## src/rtl/rv_ctrl_pkg.sv

```systemverilog
// rtl/rv_ctrl_pkg.sv - shared ALU codes, opcodes, FSM states and mux encodings for the multi-cycle RV32I core
package rv_ctrl_pkg;

  localparam int ALUOP_W = 4;

  localparam logic [3:0] ALU_ADD  = 4'd0;
  localparam logic [3:0] ALU_SUB  = 4'd1;
  localparam logic [3:0] ALU_SLL  = 4'd2;
  localparam logic [3:0] ALU_SLT  = 4'd3;
  localparam logic [3:0] ALU_SLTU = 4'd4;
  localparam logic [3:0] ALU_XOR  = 4'd5;
  localparam logic [3:0] ALU_SRL  = 4'd6;
  localparam logic [3:0] ALU_SRA  = 4'd7;
  localparam logic [3:0] ALU_OR   = 4'd8;
  localparam logic [3:0] ALU_AND  = 4'd9;
  localparam logic [3:0] ALU_BNE  = 4'd10;
  localparam logic [3:0] ALU_BLT  = 4'd11;
  localparam logic [3:0] ALU_BGE  = 4'd12;
  localparam logic [3:0] ALU_BLTU = 4'd13;
  localparam logic [3:0] ALU_BGEU = 4'd14;

  localparam logic [6:0] OP_LOAD   = 7'b0000011;
  localparam logic [6:0] OP_STORE  = 7'b0100011;
  localparam logic [6:0] OP_R      = 7'b0110011;
  localparam logic [6:0] OP_I      = 7'b0010011;
  localparam logic [6:0] OP_JAL    = 7'b1101111;
  localparam logic [6:0] OP_JALR   = 7'b1100111;
  localparam logic [6:0] OP_BRANCH = 7'b1100011;
  localparam logic [6:0] OP_LUI    = 7'b0110111;
  localparam logic [6:0] OP_AUIPC  = 7'b0010111;

  localparam logic       ADR_PC        = 1'b0;
  localparam logic       ADR_ALUOUT    = 1'b1;
  localparam logic [1:0] RES_ALUOUT    = 2'd0;
  localparam logic [1:0] RES_DATA      = 2'd1;
  localparam logic [1:0] RES_ALURESULT = 2'd2;
  localparam logic [1:0] SRCA_PC       = 2'd0;
  localparam logic [1:0] SRCA_OLDPC    = 2'd1;
  localparam logic [1:0] SRCA_RS1      = 2'd2;
  localparam logic [1:0] SRCA_ZERO     = 2'd3;
  localparam logic [1:0] SRCB_RS2      = 2'd0;
  localparam logic [1:0] SRCB_IMM      = 2'd1;
  localparam logic [1:0] SRCB_FOUR     = 2'd2;
  localparam logic [2:0] IMM_I         = 3'd0;
  localparam logic [2:0] IMM_S         = 3'd1;
  localparam logic [2:0] IMM_B         = 3'd2;
  localparam logic [2:0] IMM_J         = 3'd3;
  localparam logic [2:0] IMM_U         = 3'd4;

  typedef enum logic [3:0] {
    S_FETCH, S_DECODE, S_MEMADR, S_MEMREAD, S_MEMWB, S_MEMWRITE, S_EXEC_R,
    S_EXEC_I, S_ALUWB, S_JAL, S_JALR, S_BRANCH, S_UPPER, S_TRAP
  } state_t;

  typedef enum logic [1:0] {OPC_ADD, OPC_R, OPC_I, OPC_BR} op_class_t;

  // funct3 010/011 are not defined for branches
  function automatic logic branch_f3_legal(input logic [2:0] funct3);
    return !(funct3 == 3'b010 || funct3 == 3'b011);
  endfunction

endpackage

```

## src/rtl/alu_op_dec.sv

```systemverilog
// rtl/alu_op_dec.sv - maps (state class, funct3, funct7b5) to the ALU operation code
module alu_op_dec
  import rv_ctrl_pkg::*;
(
  input  op_class_t    op_class,
  input  logic [2:0]   funct3,
  input  logic         funct7b5,
  output logic [3:0]   alu_op
);

  always_comb begin
    alu_op = ALU_ADD;
    case (op_class)
      OPC_R, OPC_I: begin
        case (funct3)
          // immediates carry no SUB form, so bit 30 only matters for R-type here
          3'b000:  alu_op = (op_class == OPC_R && funct7b5) ? ALU_SUB : ALU_ADD;
          3'b001:  alu_op = ALU_SLL;
          3'b010:  alu_op = ALU_SLT;
          3'b011:  alu_op = ALU_SLTU;
          3'b100:  alu_op = ALU_XOR;
          3'b101:  alu_op = funct7b5 ? ALU_SRA : ALU_SRL;
          3'b110:  alu_op = ALU_OR;
          default: alu_op = ALU_AND;
        endcase
      end
      OPC_BR: begin
        case (funct3)
          3'b000:  alu_op = ALU_SUB;
          3'b001:  alu_op = ALU_BNE;
          3'b100:  alu_op = ALU_BLT;
          3'b101:  alu_op = ALU_BGE;
          3'b110:  alu_op = ALU_BLTU;
          3'b111:  alu_op = ALU_BGEU;
          default: alu_op = ALU_ADD;
        endcase
      end
      default: alu_op = ALU_ADD;
    endcase
  end

endmodule

```

## src/rtl/multicycle_ctrl.sv

```systemverilog
// rtl/multicycle_ctrl.sv - main control FSM of the multi-cycle RV32I core
module multicycle_ctrl
  import rv_ctrl_pkg::*;
#(
  parameter int ALUOP_W = 4
) (
  input  logic               clk,
  input  logic               rst,
  input  logic [6:0]         opcode,
  input  logic [2:0]         funct3,
  input  logic               funct7b5,
  input  logic               zero,
  input  logic               mem_ready,
  output logic               pc_write,
  output logic               adr_src,
  output logic               mem_write,
  output logic               ir_write,
  output logic [1:0]         result_src,
  output logic [1:0]         alu_src_a,
  output logic [1:0]         alu_src_b,
  output logic [2:0]         imm_src,
  output logic               reg_write,
  output logic [ALUOP_W-1:0] alu_op,
  output logic               illegal
);

  state_t    state;
  op_class_t op_class;
  logic [3:0] dec_op;

  always_ff @(posedge clk) begin
    if (rst) begin
      state <= S_FETCH;
    end else begin
      case (state)
        S_FETCH:    if (mem_ready) state <= S_DECODE;
        S_DECODE: begin
          case (opcode)
            OP_LOAD, OP_STORE: state <= S_MEMADR;
            OP_R:              state <= S_EXEC_R;
            OP_I:              state <= S_EXEC_I;
            OP_JAL:            state <= S_JAL;
            OP_JALR:           state <= S_JALR;
            OP_BRANCH:         state <= S_BRANCH;
            OP_LUI, OP_AUIPC:  state <= S_UPPER;
            default:           state <= S_TRAP;
          endcase
        end
        S_MEMADR:   state <= (opcode == OP_STORE) ? S_MEMWRITE : S_MEMREAD;
        S_MEMREAD:  if (mem_ready) state <= S_MEMWB;
        S_MEMWB:    state <= S_FETCH;
        S_MEMWRITE: if (mem_ready) state <= S_FETCH;
        S_EXEC_R, S_EXEC_I, S_JAL, S_JALR, S_UPPER: state <= S_ALUWB;
        S_ALUWB:    state <= S_FETCH;
        S_BRANCH:   state <= branch_f3_legal(funct3) ? S_FETCH : S_TRAP;
        S_TRAP:     state <= S_TRAP;
        default:    state <= S_FETCH;
      endcase
    end
  end

  always_comb begin
    case (state)
      S_EXEC_R: op_class = OPC_R;
      S_EXEC_I: op_class = OPC_I;
      S_BRANCH: op_class = OPC_BR;
      default:  op_class = OPC_ADD;
    endcase
  end

  alu_op_dec u_alu_op_dec (
    .op_class (op_class),
    .funct3   (funct3),
    .funct7b5 (funct7b5),
    .alu_op   (dec_op)
  );

  // Outputs are forced low on the reset cycle so an abandoned instruction never writes
  always_comb begin
    pc_write   = 1'b0;
    adr_src    = ADR_PC;
    mem_write  = 1'b0;
    ir_write   = 1'b0;
    result_src = RES_ALUOUT;
    alu_src_a  = SRCA_PC;
    alu_src_b  = SRCB_RS2;
    imm_src    = IMM_I;
    reg_write  = 1'b0;
    alu_op     = '0;
    illegal    = 1'b0;
    if (!rst) begin
      alu_op = ALUOP_W'(dec_op);
      case (state)
        S_FETCH: begin
          alu_src_b  = SRCB_FOUR;
          result_src = RES_ALURESULT;
          ir_write   = mem_ready;
          pc_write   = mem_ready;
        end
        S_DECODE: begin
          alu_src_a = SRCA_OLDPC;
          alu_src_b = (opcode == OP_JALR) ? SRCB_FOUR : SRCB_IMM;
          imm_src   = (opcode == OP_JAL) ? IMM_J : IMM_B;
        end
        S_MEMADR: begin
          alu_src_a = SRCA_RS1;
          alu_src_b = SRCB_IMM;
          imm_src   = (opcode == OP_STORE) ? IMM_S : IMM_I;
        end
        S_MEMREAD:  adr_src = ADR_ALUOUT;
        S_MEMWB: begin
          result_src = RES_DATA;
          reg_write  = 1'b1;
        end
        S_MEMWRITE: begin
          adr_src   = ADR_ALUOUT;
          mem_write = 1'b1;
        end
        S_EXEC_R:   alu_src_a = SRCA_RS1;
        S_EXEC_I: begin
          alu_src_a = SRCA_RS1;
          alu_src_b = SRCB_IMM;
        end
        S_ALUWB:    reg_write = 1'b1;
        S_JAL: begin
          alu_src_a = SRCA_OLDPC;
          alu_src_b = SRCB_FOUR;
          pc_write  = 1'b1;
        end
        S_JALR: begin
          alu_src_a  = SRCA_RS1;
          alu_src_b  = SRCB_IMM;
          result_src = RES_ALURESULT;
          pc_write   = 1'b1;
        end
        S_BRANCH: begin
          alu_src_a = SRCA_RS1;
          pc_write  = zero && branch_f3_legal(funct3);
        end
        S_UPPER: begin
          alu_src_a = (opcode == OP_AUIPC) ? SRCA_OLDPC : SRCA_ZERO;
          alu_src_b = SRCB_IMM;
          imm_src   = IMM_U;
        end
        S_TRAP:     illegal = 1'b1;
        default: ;
      endcase
    end
  end

endmodule

```

## config.mk

```make
export PLATFORM = sky130hd
export DESIGN_NAME = multicycle_ctrl
export DESIGN_NICKNAME = d
export VERILOG_FILES = /design/src/rtl/rv_ctrl_pkg.sv /design/src/rtl/alu_op_dec.sv /design/src/rtl/multicycle_ctrl.sv
export SDC_FILE = /design/constraint.sdc
export NUM_CORES = 1
export LEC_CHECK = 0
export CAP_MARGIN = 20
export CORE_ASPECT_RATIO = 0.9
export CORE_MARGIN = 2
export CORE_UTILIZATION = 35
export DETAILED_ROUTE_END_ITERATION = 6
export DONT_BUFFER_PORTS = 1
export SLEW_MARGIN = 25
export SYNTH_ARGS = -nofsm -noshare
export SYNTH_HDL_FRONTEND = slang
export SYNTH_SLANG_ARGS = --single-unit
```

## constraint.sdc

```tcl
create_clock -name clk -period 2 [get_ports clk]
set_clock_uncertainty 0.2 [all_clocks]
set_input_delay 0 -clock clk [delete_from_list [all_inputs] [get_ports clk]]
set_output_delay 0 -clock clk [all_outputs]
set_load 0.03 [all_outputs]
```

======== Word level (Yosys, flattened, before mapping) ========
Index checks and enable logic that the tools add are counted.
operators by class
  reductions and logical operators ........ 19
  eq/ne operators ......................... 35
  multiplexer cells ....................... 38
operators with widths
  cell                number
  $pmux 4 s7          2
  $pmux 4 s8          1
  $eq 4x4->1 const B  6
  $pmux 4 s6          1
  $eq 7x6->1 const B  3
  $eq 7x7->1 const B  3
  $mux 4              5
  $pmux 2 s3          3
  $reduce_or 2->1     9
  $eq 4x3->1 const B  4
  $mux 1              15
  $eq 7x5->1 const B  2
  $eq 3x3->1 const B  4
  $mux 2              5
  $reduce_or 5->1     2
  $pmux 3 s3          1
  $eq 4x2->1 const B  2
  $pmux 4 s2          1
  $eq 7x2->1 const B  1
  $eq 3x2->1 const B  2
  $mux 3              2
  $ne 2x2->1 const B  3
  $eq 2x2->1 const B  2
  $eq 4x1->1 const B  1
  11 further kinds    12
storage, ports and cells
  word-level logic and storage cells ...... 93
  bits of input ports ..................... 15
  register bits ........................... 4
  output and inout port bits .............. 19

======== Logic depth before layout (Yosys ltp) ========
  depth after elaboration ................. 8
  gate-level depth with buffers ........... 10
  depth with buffers taken out ............ 9

======== Cells and area by module ========
A second synthesis with hierarchy kept.
unflattened totals
  cell total of the unflattened synthesis .. 141
  area, all modules ....................... 960.9 µm²
by module, submodules not included
  module           area an instance (µm²)  sequential area each (µm²)  instances  cells an instance
  multicycle_ctrl  738.2                   80.1                        1          111
  alu_op_dec       222.7                   0.0                         1          30

======== Worst setup path before layout ========
OpenSTA, ideal clock, no wires.
  kind .................................... flip-flop to output port
  start point ............................. reg state[3]
  end point ............................... out alu_op[1]
  data arrival time ....................... 2.222 ns
  stages on the path, launching flop included .. 8
  path slack .............................. -0.422 ns
  required time ........................... 1.800 ns
  path buffers ............................ 1
  path through ............................ dfxtp_1 > buf_4 > nand2b_1 > a21boi_0 > nand2_1 > ha_1 > nand2b_1 > a211oi_1
between the ends
  cells in the longest elaborated chain, start to end .. 6
  elaborated cells between the ends (all ways) .. 10
  those cells by class .................... 6 x eq/ne; 3 x mux; 1 x reduce/logical
RTL lines
  element                                          line                   text
  from (decl)                                      multicycle_ctrl.sv:27  state_t state;
  from (signal assigned)                           multicycle_ctrl.sv:49  S_MEMADR: state <= (opcode == OP_STORE) ? S_MEMWRITE : S_MEMREAD;
  from (signal assigned)                           multicycle_ctrl.sv:55  S_BRANCH: state <= branch_f3_legal(funct3) ? S_FETCH : S_TRAP;
  $eq 4x4->1 / $eq 4x3->1 (equally long branches)  multicycle_ctrl.sv:63  case (state)
  $pmux 2 s3 *                                     multicycle_ctrl.sv:63
  $eq 2x2->1 / $eq 2x1->1 (equally long branches)  alu_op_dec.sv:13       case (op_class)
  $reduce_or 2->1                                  alu_op_dec.sv:13
  $pmux 4 s2 *                                     alu_op_dec.sv:13
  $mux 4 *                                         multicycle_ctrl.sv:91  if (!rst) begin
  to (decl)                                        multicycle_ctrl.sv:23  output logic [ALUOP_W-1:0] alu_op,
Mark *: on every way between the ends. The rest lies on a longest branch, timed or not.

======== Worst setup path in the final report ========
  start point ............................. reg state[2]
  end point ............................... out alu_op[0]
between the ends
  cells in the longest elaborated chain, start to end .. 8
  elaborated cells between the ends (all ways) .. 13
  those cells by class .................... 6 x eq/ne; 5 x mux; 2 x reduce/logical
RTL lines
  element                                          line                                text
  $eq 4x4->1 / $eq 4x3->1 (equally long branches)  multicycle_ctrl.sv:63
  $pmux 2 s3 *                                     multicycle_ctrl.sv:63
  $eq 2x1->1                                       alu_op_dec.sv:13, alu_op_dec.sv:17
  $logic_and 1x1->1                                alu_op_dec.sv:17                    3'b000: alu_op = (op_class == OPC_R && funct7b5) ? ALU_SUB : ALU_ADD;
  $mux 1                                           alu_op_dec.sv:17
  $pmux 4 s7                                       alu_op_dec.sv:15                    case (funct3)
  $pmux 4 s2 *                                     alu_op_dec.sv:13
  $mux 4 *                                         multicycle_ctrl.sv:91
Marks and branches as above.

==> metrics.md <==
| Metric | Value |
|---|---|
| Cell variety after synth | 48 |
| Hold Path Stages | 1 |
| Min-delay src | rst |
| Post-Synth XOR/XNOR Area | between 1.5 and 2% |
| Total wire length | about 3000 um |
| Initial Util | 36.7% |
| Number of DRC markers in iteration 0 | between 70 and 80 |
| Largest register FFs | 4 |
| Number of global-route vias before repair | roughly 1000 |
| H-tree Lvls | 1 |
| Reg power frac | 15.9% |
| Ys flop type | dfxtp_1 |
| Vias/cell | 5.62 |
| CTS sink count | 4 |
| WL/cell | between 10 and 15 um |
| Switching share of power | 50.9% |
| Global-route wire length before repair | 4770 um |
| FF-to-FF Start | state[0]$_SDFFE_PP0P_ |
| Power consumption | 0.891 mW |
| Post-Synth Simple-Gate Area | 44.6% |
| RR Endpoint | state[2]$_SDFFE_PP0P_ |
| Die Height | between 50 and 60 um |
| Place WS | -85.2 ps |
| Cells after DPL | between 200 and 250 |
| DP Wirelength | 2190 um |
| Cts hold-fix bufs | 1 |
| Gr usage total | a little under a fifth |
| Critical path fanouts, max | 4 |
| Final setup viols | 3 |
| Synthesis Warnings | 0 |
| Clk network pwr share | around 12% |
| Fmax | roughly 470 MHz |
| CP Capture Type | primary output |
| Critical Setup Path Class | reg -> out |
| Reg area | around 90 um2 |
| Longest Clk Path Bufs | 2 |
| Setup TNS | -232 ps |
| Fillers | 278 |
| Most frequent cells in the layout | buf_4, nand2b_1, a21oi_1 |
| Chip Width | just over 60 um |
| Req. time, crit path | roughly 1800 ps |
| PwrDens | roughly 630 nW/um2 |
| Initial antenna violation count | 0 |
| Syn_area_per_cell | about 6.5 um2 |
| RSZ-0062 raised after global routing | yes |
| Core ar. | roughly 2700 um2 |
| Data arrival, critical path | 1910 ps |
| Final period demand of the worst path | 2110 ps |
| Post-synthesis adder-cell area fraction | about 3.7% |
| VDD IR-drop max | ~210 uV |
| Tcrit/Tclk final | 105% |
| Combinational fraction of design power | between 70 and 80% |
| Seq cells post-synth | 4 |
| Leak | 0.564 nW |
| Worst setup margin | -108 ps |
| Vias | 1196 |
| Layout Area Growth over Synthesis | 41.0% |
| Cell area after synthesis | slightly above 1000 um2 |
| Syn Nets | between 150 and 200 |
| Synth Area in Compound Gates | between 20% and 30% |
| Hold Slack | -381 ps |
| Most flop-heavy register | state |
| DRT antenna net count | 0 |
| Num rows | 18 |
| Seq/Total Area, Yosys | about 8% |
| Switching pwr | around 0.45 mW |
| Most common cell after layout, fill and taps aside | buf_4 |
| Tightest Pin Transition | 460 ps |
| Slew Limit Fails | 0 |
| CTS clk-pin slew, worst paths | around 40 ps |
| Max-Cap Viols | 0 |
| Residual DRC | 0 |
| RePlAce Congestion | approximately 0.84 |
| Full die area | between 3000 and 4000 um2 |
| Top-area cell type share of the netlist area | about 10% |
| Hold Fails Final Rpt | 15 |
| N_diodes | 0 |
| Startpoint Class | register |
| Syn Inst Count | approximately 160 |
| Cell taking the most area after synthesis | nand2b_1 |
| Internal Power | 0.437 mW |
| TritonRoute pass-1 iters | 4 |
| Main area contributors after synthesis | nand2b_1, dfxtp_1, nor3_1 |
| Fraction of layout cells with a size suffix above 1 | 34.1% |
| Io pins | 34 |
| CTS tree | built |
| Post-synth ARST share | 0% |
| Number of synthesized flops with an enable pin | 0 |
| Worst R2R Setup Slack | 290 ps |
| Hold WC Path Type | in -> reg |
| GRT overflow | 0 |
| Top Registers | state (4) |
| Final #Nets | around 190 |
| Clk root buf | clkbuf_4 |
| Pin count of the biggest net entering global routing | 25 |
| Reg2reg path depth | 5 |
| Largest family of logic cells by synthesized area | simple AND/OR/NAND/NOR gates |
| Hold Path Sink | state[3]$_SDFFE_PP0P_ |
| Failing checks | hold timing, setup timing |
| Clk_lat worst skew | roughly 240 ps |
| Mux contribution to synthesized area | less than 1% |
| Max transition margin | 68.9% |
| CTS Buf Count | 3 |
| Port Buf Inserts | 0 |
| Multi-input gate area | 962 um2 |
| Outcome | finished, violations left |
| Post-Layout Cell Count | 213 |
[critical path, stage by stage (launching register included)]
cell      delay [ps]
dfxtp_4          350
nand2b_4         170
a21boi_4         210
nand2_4           90
ha_4             170
a211oi_2         190
a21oi_1           80
a32oi_2          220
nor3_4            60
buf_12           140
[worst max-delay path by stage]
| stage | start | end | cells after the start |
|---|---|---|---|
| after CTS | state[3]$_SDFFE_PP0P_ | alu_op[2] | 9 |
| after global placement | state[2]$_SDFFE_PP0P_ | alu_op[0] | 9 |
| final | state[2]$_SDFFE_PP0P_ | alu_op[0] | 9 |
| after global routing | state[3]$_SDFFE_PP0P_ | alu_op[0] | 9 |
| after detailed placement | state[2]$_SDFFE_PP0P_ | alu_op[0] | 9 |
| after floorplan | state[1]$_SDFFE_PP0P_ | alu_op[1] | 6 |
[final cells by class]
| class | count | area share (%) |
|---|---|---|
| Inverter | 3 | 0.793 |
| Multi-Input combinational cell | 133 | 67.8 |
| Tap cell | 40 | 3.52 |
| Sequential cell | 4 | 6.26 |
| Timing Repair Buffer | 30 | 20.1 |
| Clock buffer | 3 | 1.59 |
[per-layer routing]
metal  global-route usage (%)  part of all wire, %  vias to the layer above
met5                        0                    0                        -
met4                     5.43                  2.6                        0
met3                     3.72                  8.8                       10
met2                     30.1                   44                       61
met1                     26.3                   44                      524
li1                         -                    -                      601
[logic make-up (layout without fill, tap and decap cells)]
group / Yosys count / in the layout
buf+inv: 18 / 36
flops: 4 / 4
compound gates: 47 / 47
xor+xnor: 2 / 2
simple gates: 80 / 80
mux: 1 / 1
fa+ha+maj: 3 / 3
[power by group through the flow]
stage                     combinational, mW  clock [mW]  sequential, mW
final                                 0.646       0.104           0.141
after global placement                0.578           0           0.126
after global routing                  0.690       0.109           0.146
after detailed placement              0.589           0           0.128
after CTS                             0.608       0.105           0.137
after floorplan                       0.475           0           0.119
[stage by stage]
step                util [%]  cell area [um2]
floorplan                  -             1060
global placement        45.7             1250
detailed placement      45.7             1250
CTS                     49.3             1350
global route            51.7             1420
finish                  51.7             1420
[what timing repair did]
action | 4_1_cts | 5_1_grt
endpoints found under the hold margin | 14 | 13
buffers inserted | 1 | 1
cloned | 0 | 0
pin swaps | 6 | 5
endpoints found under the setup margin | 4 | 5
gates resized for setup | 15 | 12
[cells in the mapped netlist, types with 2 or more instances]
library cell and count:
a211oi_1 2, a21oi_1 13, a31oi_1 3, and2_1 3
and3_1 3, buf_2 5, buf_4 5, buf_6 3
clkbuf_1 2, dfxtp_1 4, ha_1 3, inv_1 3
nand2_1 12, nand2b_1 16, nand3_1 2, nand4_1 3
nor2_1 12, nor2b_1 5, nor3_1 14, o211ai_1 2
o21ai_0 12, o22ai_1 2
No activity file was read; power rests on OpenSTA's default activity.
